**src/rtl/piano_tone_engine.sv**
```systemverilog
// Debounced, priority-encoded square-wave tone generator for up to 14 note keys.
// Retune and release only take effect on half-period boundaries so no pulse is ever truncated.
module piano_tone_engine #(
  parameter int unsigned CLK_HZ          = 100_000_000,
  parameter int unsigned NUM_KEYS        = 7,
  parameter int unsigned DEBOUNCE_CYCLES = 1_000_000
) (
  input  logic                clk,
  input  logic                rst,
  input  logic [NUM_KEYS-1:0] key,
  input  logic [1:0]          octave,
  input  logic                enable,
  output logic                speaker,
  output logic                note_active,
  output logic [3:0]          note_idx,
  output logic [NUM_KEYS-1:0] key_led
);

  function automatic int unsigned half_of(input int unsigned d);
    int unsigned f;
    case (d)
      0:       f = 262;
      1:       f = 294;
      2:       f = 330;
      3:       f = 349;
      4:       f = 392;
      5:       f = 440;
      default: f = 494;
    endcase
    return CLK_HZ / (2 * f);
  endfunction

  localparam int unsigned CW = $clog2(2 * half_of(0) + 1);
  localparam int unsigned TW = $clog2(DEBOUNCE_CYCLES);

  function automatic logic [CW-1:0] base_of(input int unsigned k);
    return CW'(half_of(k % 7) >> (k / 7));
  endfunction

  typedef enum logic [1:0] {IDLE, PLAY, RELEASE} state_t;

  logic [NUM_KEYS-1:0] sync1, sync2, samp, db;
  logic [TW-1:0]       tick_cnt;
  logic                tick;

  state_t        state, state_n;
  logic [CW-1:0] phase, phase_n, hp, hp_n;
  logic [3:0]    idx_n;
  logic [1:0]    lat_oct, lat_oct_n;
  logic          spk_n;

  logic [3:0]    req;
  logic          found, req_valid;
  logic [1:0]    oct_sel;
  logic [CW-1:0] hp_base, hp_req;
  logic          toggle, retune;

  assign tick    = (tick_cnt == TW'(DEBOUNCE_CYCLES - 1));
  assign key_led = db;

  // Debounce: a bit only moves when two consecutive tick samples agree.
  always_ff @(posedge clk) begin
    if (rst) begin
      sync1    <= '0;
      sync2    <= '0;
      samp     <= '0;
      db       <= '0;
      tick_cnt <= '0;
    end else begin
      sync1    <= key;
      sync2    <= sync1;
      tick_cnt <= tick ? '0 : tick_cnt + TW'(1);
      if (tick) begin
        samp <= sync2;
        db   <= (~(sync2 ^ samp) & sync2) | ((sync2 ^ samp) & db);
      end
    end
  end

  always_comb begin
    req   = '0;
    found = 1'b0;
    for (int unsigned i = 0; i < NUM_KEYS; i++) begin
      if (db[i] && !found) begin
        req   = 4'(i);
        found = 1'b1;
      end
    end
    req_valid = enable & found;

    oct_sel = (octave == 2'd3) ? 2'd2 : octave;
    hp_base = '0;
    for (int unsigned i = 0; i < NUM_KEYS; i++) begin
      if (req == 4'(i)) hp_base = base_of(i);
    end
    case (oct_sel)
      2'd0:    hp_req = hp_base << 1;
      2'd1:    hp_req = hp_base;
      default: hp_req = hp_base >> 1;
    endcase
  end

  assign toggle = (phase == hp - CW'(1));
  assign retune = req_valid && ((req != note_idx) || (oct_sel != lat_oct));

  always_comb begin
    state_n   = state;
    phase_n   = phase;
    hp_n      = hp;
    idx_n     = note_idx;
    lat_oct_n = lat_oct;
    spk_n     = speaker;
    case (state)
      IDLE: begin
        spk_n   = 1'b0;
        phase_n = '0;
        if (req_valid) begin
          hp_n      = hp_req;
          idx_n     = req;
          lat_oct_n = oct_sel;
          state_n   = PLAY;
        end
      end
      PLAY: begin
        if (toggle) begin
          spk_n   = ~speaker;
          phase_n = '0;
          // retune is gated by req_valid, so a release on this toggle suppresses it
          if (retune) begin
            hp_n      = hp_req;
            idx_n     = req;
            lat_oct_n = oct_sel;
          end
        end else begin
          phase_n = phase + CW'(1);
        end
        if (!req_valid) state_n = RELEASE;
      end
      default: begin
        if (toggle) begin
          spk_n   = ~speaker;
          phase_n = '0;
          if (speaker && !req_valid) begin
            state_n   = IDLE;
            idx_n     = '0;
            lat_oct_n = '0;
          end
        end else begin
          phase_n = phase + CW'(1);
        end
        if (req_valid) state_n = PLAY;
      end
    endcase
  end

  always_ff @(posedge clk) begin
    if (rst) begin
      state       <= IDLE;
      phase       <= '0;
      hp          <= '0;
      note_idx    <= '0;
      lat_oct     <= '0;
      speaker     <= 1'b0;
      note_active <= 1'b0;
    end else begin
      state       <= state_n;
      phase       <= phase_n;
      hp          <= hp_n;
      note_idx    <= idx_n;
      lat_oct     <= lat_oct_n;
      speaker     <= spk_n;
      note_active <= (state_n == PLAY);
    end
  end

endmodule

```
**config.mk**
```make
export PLATFORM = sky130hd
export DESIGN_NAME = piano_tone_engine
export DESIGN_NICKNAME = d
export VERILOG_FILES = /design/src/rtl/piano_tone_engine.sv
export SDC_FILE = /design/constraint.sdc
export NUM_CORES = 1
export LEC_CHECK = 0
export ABC_AREA = 1
export CELL_PAD_IN_SITES_DETAIL_PLACEMENT = 0
export CELL_PAD_IN_SITES_GLOBAL_PLACEMENT = 2
export CORE_ASPECT_RATIO = 1.75
export CORE_MARGIN = 2
export CORE_UTILIZATION = 32
export DETAILED_ROUTE_END_ITERATION = 16
export DONT_BUFFER_PORTS = 1
export PLACE_DENSITY = 0.82
export SYNTH_ARGS = -nofsm -noshare
export SYNTH_HDL_FRONTEND = slang
export SYNTH_SLANG_ARGS = --single-unit
```
**constraint.sdc**
```tcl
create_clock -name clk -period 2 [get_ports clk]
set_input_delay 0.4 -clock clk [delete_from_list [all_inputs] [get_ports clk]]
set_output_delay 0.4 -clock clk [all_outputs]
set_load 0.05 [all_outputs]
```
# After elaboration in Yosys (flattened, before gate mapping)
# Index checks and enable logic that the tools add are counted.
# Widths: inputs -> output; s select.
op_classes:
  n_addsub: 3
  n_div: 7
  n_eq_ne: 17
  mux: 51
  bitwise_logic: 7
  reduce_logical: 27
ops:
  columns: ["cell", "count"]
  rows:
  - ["$div 27x32->32 const A", 7]
  - ["$mux 31", 7]
  - ["$mux 19", 10]
  - ["$pmux 19 s2", 2]
  - ["$mux 4", 10]
  - ["$mux 2", 11]
  - ["$add 20x1->20 const B", 1]
  - ["$eq 20x20->1 const B", 1]
  - ["$add 19x1->19 const B", 1]
  - ["$eq 19x19->1", 1]
  - ["$sub 19x1->19 const B", 1]
  - ["$and 7x7->7", 2]
  - ["$eq 4x3->1 const B", 3]
  - ["$eq 4x2->1 const B", 2]
  - ["$logic_and 1x1->1", 8]
  - ["$mux 1", 8]
  - ["$pmux 2 s2", 2]
  - ["$pmux 4 s2", 1]
  - ["$logic_not 1->1", 7]
  - ["$not 7->7", 1]
  - ["$or 7x7->7", 1]
  - ["$xor 7x7->7", 1]
  - ["$eq 2x1->1 const B", 3]
  - ["$ne 2x2->1 const B", 3]
  - ["other kinds (15)", 18]
word_totals:
  ff_bits: 96
  output_inout_bits: 13
  wordCells: 124

# Longest topological paths before layout
depth:
  ltp_word: 33
  depth_mapped: 17
  mapped_depth_nobuf: 17

# Worst setup path before layout
# OpenSTA, ideal clock, no wires.
synth_timing:
  kind: "register to register"
  startpoint: "register with a tool-made name"
  endpoint: "register hp[18]"
  setup_time_ns: 0.115
  arrival_ns: 2.111
  required_ns: 1.885
  slack_ns: -0.225
  path_stages_with_launch: 12
  path_buffers: 2
  synth_period_minus_slack_ns: 2.225
  cell_sequence: "dfxtp_1 > nor2_1 > nand2_1 > nor2_2 > nand2_1 > o21ai_2 > o21ai_0 > clkbuf_1 > buf_2 > nand4_1 > nand2_1 > nor2_1"
synth_lines:
  columns: ["element", "line_no", "source"]
  rows:
  - ["end signal, assigned", "168", "hp <= hp_n;"]
  - ["end, declared", "47", "logic [CW-1:0] phase, phase_n, hp, hp_n;"]

# Worst setup path after layout
layout_timing:
  startpoint: "register hp[0]"
  endpoint: "register hp[2]"
layout_via:
  elab_chain_cells: 4
layout_lines:
  columns: ["element", "line_no", "source"]
  rows:
  - ["$sub 19x1->19", "103", "assign toggle = (phase == hp - CW'(1));"]
  - ["$eq 19x19->1", "103", null]
  - ["$ne 2x2->1 (no source line)", null, null]
  - ["$reduce_and 4->1 (no source line)", null, null]
# No other way between the ends.
# A chain may end at the register's enable or synchronous reset.

==> summary.md <==
The cell count after synthesis came out at 816. Setup repair after global routing could not meet its margin everywhere. The analysis attributes to net switching a power of 902 µW. The ratio of cells with drive above 1 in the final layout is 0.295, and the floorplan die area is 0.0179 mm². Post-synthesis cell type count: 48. For the total grt overflow, the log shows 0. The flow ran to the end, but the final reports show violations. For the total wire length, the log shows 16,900 µm. Ranked by total cell area, the synthesized netlist is headed by sky130_fd_sc_hd__dfxtp_1, sky130_fd_sc_hd__nand2_1, sky130_fd_sc_hd__nor2_1.

Share of power burned in the clock network: 0.464. The tree is rooted in a sky130_fd_sc_hd__clkbuf_16. The pre-antenna-repair detailed-routing pass consisted of 4 iterations. The slack of the critical path is -0.201 ns. TritonCTS built the clock tree. For the largest net degree at the start of global routing, the log shows 34. The headroom to the max-slew limit is 0.500.

The combined global-route utilization of all metal layers is 0.189, and the count of antenna diodes in the layout is 0. Clock-pin slew was measured on the worst setup and hold paths at 0.07 ns. The wire length of the first global-routing pass came out at 26,600 µm.

The share of the cycle needed by the critical path after routing is 1.10. The run gives 0.000472 V as the largest voltage drop on the vdd net. The checks that failed: setup timing. For the maximum operating frequency, the log shows 454 MHz. For the worst-skew pair, the clock arrives at the later sink with an insertion delay of 0.34 ns. Relative to the synthesized area, the layout overhead comes to 38.6%. After detailed routing, the average wire length per cell comes to 14.4 µm. The post-DP HPWL was 12,600 µm. The design draws 3880 µW.

The total via count after detailed routing was 5,666; the cell-internal power was 2970 µW. The effective utilization at floorplan is 0.326, and the via count of the first global-routing pass is 5,728. Number of maximum-capacitance constraint violations: 0.

Final hold analysis gives a worst-case slack of 0.115 ns. The remaining routing DRC violations is 0. For the cell count after placement, the log shows 1,137. Summing every instance area after synthesis gives 0.00536 mm². Data on the critical path arrives at its endpoint at 2.48 ns. The run gives 0.355 as the sequential share of the synthesized area. Worst-case clock buffer depth: 2. For the final routed database, the setup TNS stands at -5.97 ns.

The setup path with the least slack is of type reg2reg. The number of enable-type register cells in the synthesized netlist came out at 0. The startpoint identified for the worst register-to-register timing path is hp[0]. The final hold violation count came out at 0.

The most used flip-flop cell after synthesis is sky130_fd_sc_hd__dfxtp_1. The worst setup path is launched from a flip-flop. The row count was 62. The proportion of register bits with asynchronous set or reset after synthesis is 0. The dominant cell type by area after synthesis was sky130_fd_sc_hd__dfxtp_1. The logs give 0 for the final antenna-violating net count and 0 for the max-slew violation count. The class of the tightest hold or removal check was in2reg.

The most critical setup path has its startpoint at hp[0]. The worst clock skew is 0.00932 ns, and the flip-flop and latch count after synthesis is 95. The maximum fanout count along the critical path is 7. The quantity of I/O buffers inserted on ports is 0, and the net count of the mapped netlist is 831.

The H-tree was split into 3 levels. Number of antenna violations at the first check in global routing: 0. For the setup slack of the most critical reg-to-reg path, the log shows -0.20 ns.

The critical path capture point type is a flip-flop. Buffers inserted during clock tree synthesis total 9. The area fraction of the dominant cell type after synthesis is 0.355, and the core box area is 0.0164 mm². For the worst setup path, the data required time is 2.28 ns. The logs give 157 for the initial detailed-routing violation count and 0.00318 µW for the static leakage. The finished layout holds 1,174 standard cells, fillers aside.

For the pin with the worst max-slew slack, the measured transition is 0.749 ns. Logic gate share of total power: 0.041. Averaged over all synthesized cells, the footprint is 6.57 µm². For this design, the sink count on the clock tree is 95. The congestion estimate from routability-driven global placement came to 0.938. Power spread over the standard cell area amounts to 521 mW/mm². The proportion of power drawn by flip-flops and latches was 0.494.

25 I/O pins were placed. Using the TritonRoute via totals, the vias-per-cell ratio works out to 4.83. The number of setup violations in the final report came out at 46. Total number of nets in the final design: 960.

The share of the core filled with cells is 0.452, and the die outline height is 175 µm. The final critical path time including I/O delays and setup works out to 2.20 ns. The worst hold path begins at rst.

The die extent in x came out at 102 µm. The Yosys step of the flow raised 0 warnings. Fraction of power spent switching nets: 0.233.
power groups by stage:
stage	Combinational [µW]	Clock, µW	Sequential (µW)
after floorplan	96.8	0	1960
after global placement	132	0	1960
after detailed placement	134	0	1960
after CTS	135	1840	1910
after global routing	178	1910	1920
final	160	1800	1920
cell usage after synthesis (2+ instances only):
library cell and number:
sky130_fd_sc_hd__buf_4 2, sky130_fd_sc_hd__nor3_1 18, sky130_fd_sc_hd__nand2_2 6, sky130_fd_sc_hd__nand3_1 41
sky130_fd_sc_hd__nor2_2 8, sky130_fd_sc_hd__dfxtp_1 95, sky130_fd_sc_hd__nand2_4 4, sky130_fd_sc_hd__nand4_1 33
sky130_fd_sc_hd__nor2_4 3, sky130_fd_sc_hd__nand3_2 3, sky130_fd_sc_hd__clkbuf_1 12, sky130_fd_sc_hd__inv_1 115
sky130_fd_sc_hd__xor2_1 16, sky130_fd_sc_hd__a221oi_1 6, sky130_fd_sc_hd__o22ai_1 14, sky130_fd_sc_hd__inv_2 2
sky130_fd_sc_hd__o21ai_0 23, sky130_fd_sc_hd__ha_1 3, sky130_fd_sc_hd__or2_2 3, sky130_fd_sc_hd__nand2_1 176
sky130_fd_sc_hd__a31oi_1 4, sky130_fd_sc_hd__nor2_1 133, sky130_fd_sc_hd__buf_2 6, sky130_fd_sc_hd__nor3b_1 4
sky130_fd_sc_hd__xnor2_1 11, sky130_fd_sc_hd__nor4_1 3, sky130_fd_sc_hd__a21oi_1 50, sky130_fd_sc_hd__nand3b_1 2
critical path, stage by stage, from the launching register on:
cell	delay (ns)
sky130_fd_sc_hd__dfxtp_2	0.33
sky130_fd_sc_hd__inv_2	0.08
sky130_fd_sc_hd__ha_4	0.16
sky130_fd_sc_hd__nand2_4	0.08
sky130_fd_sc_hd__nor2_8	0.15
sky130_fd_sc_hd__nand2_4	0.08
sky130_fd_sc_hd__buf_4	0.14
sky130_fd_sc_hd__nand2_2	0.05
sky130_fd_sc_hd__nand2_1	0.05
sky130_fd_sc_hd__inv_1	0.05
sky130_fd_sc_hd__nand2_1	0.05
sky130_fd_sc_hd__nor2_2	0.13
sky130_fd_sc_hd__nand2_2	0.09
sky130_fd_sc_hd__nor2_4	0.13
sky130_fd_sc_hd__nand3_4	0.19
sky130_fd_sc_hd__nand2_4	0.19
sky130_fd_sc_hd__a21oi_1	0.08
sky130_fd_sc_hd__nor2_1	0.10
metrics by stage:
step / worst slack, ns / instance area, µm²
after floorplan: -0.00833 / 5370
after global placement: -0.238 / 6450
after detailed placement: -0.311 / 6450
after CTS: -0.199 / 7140
after global routing: -0.387 / 7430
final: -0.201 / 7430
metal layers:
metal / track usage / routed length [µm] / vias to the layer above
met2: 0.402 / 10200 / 99
met4: 0.0883 / 743 / 0
met5: 0 / 0 / -
li1: - / - / 2892
met1: 0.161 / 5570 / 2633
met3: 0.0243 / 386 / 42
cell families after synthesis:
group | count (synthesis) | share of synthesized area
simple gates | 443 | 0.374
buf+inv | 140 | 0.104
compound gates | 107 | 0.115
flops | 95 | 0.355
xor+xnor | 27 | 0.0441
fa+ha+maj | 3 | 0.00700
other cells | 1 | 0.000699
sequential cells by signal (all words and copies together) (netlist names), 2 cells and up, named ones only:
signal    flops
hp           19
lat_oct       2
note_idx      3
phase        19
samp          7
state         2
sync1         7
sync2         7
tick_cnt     20
what timing repair did:
item	in CTS	in global routing
setup endpoints to repair	48	63
buffers inserted	9	6
hold buffers	0	0
pin swaps	30	35
gates resized for setup	68	55
gates cloned	4	2
hold endpoints to repair	0	0
final timing paths:
| check | to | depth (start not counted) |
|---|---|---|
| setup / recovery | hp[2] | 17 |
| hold / removal | flip-flop | 1 |
| setup reg to reg | hp[2] | 17 |
| hold reg to reg | sync2[0] | 2 |
cell type report:
cell class	instances	area (µm²)
Sequential cell	95	1920
Inverter	117	439
Timing Repair Buffer	137	1120
Fill cell	1731	9010
Tap cell	224	280
Clock buffer	9	225
Clock inverter	7	86.3
Multi-Input combinational cell	585	3350
cell usage in the layout (no fill, tap or decap), drive strengths merged:
| master | netlist | layout |
|---|---|---|
| nor3 | 19 | 19 |
| nor4 | 4 | 4 |
| ha | 3 | 3 |
| a21boi | 1 | 1 |
| o21a | 1 | 1 |
| a211oi | 1 | 1 |
| o21ai | 25 | 25 |
| nand2 | 186 | 190 |
| a2bb2oi | 1 | 1 |
| nand4 | 34 | 34 |
| nor2 | 145 | 145 |
| bufinv | 0 | 1 |
| a31oi | 4 | 4 |
| a21oi | 51 | 51 |
| inv | 117 | 120 |
| buf | 11 | 135 |
| and2 | 1 | 1 |
| xor2 | 16 | 16 |
| clkinv | 0 | 2 |
| o31ai | 1 | 1 |
| conb | 1 | 1 |
| and3 | 1 | 1 |
| xnor2 | 11 | 11 |
| nand3b | 2 | 2 |
| nand3 | 44 | 44 |
| a221oi | 6 | 6 |
| nor3b | 4 | 4 |
| or2 | 3 | 3 |
| clkinvlp | 0 | 1 |
| clkbuf | 12 | 11 |
| dfxtp | 95 | 95 |
| o22ai | 14 | 14 |
| o21bai | 2 | 2 |
(Power assumes the default switching activity.)
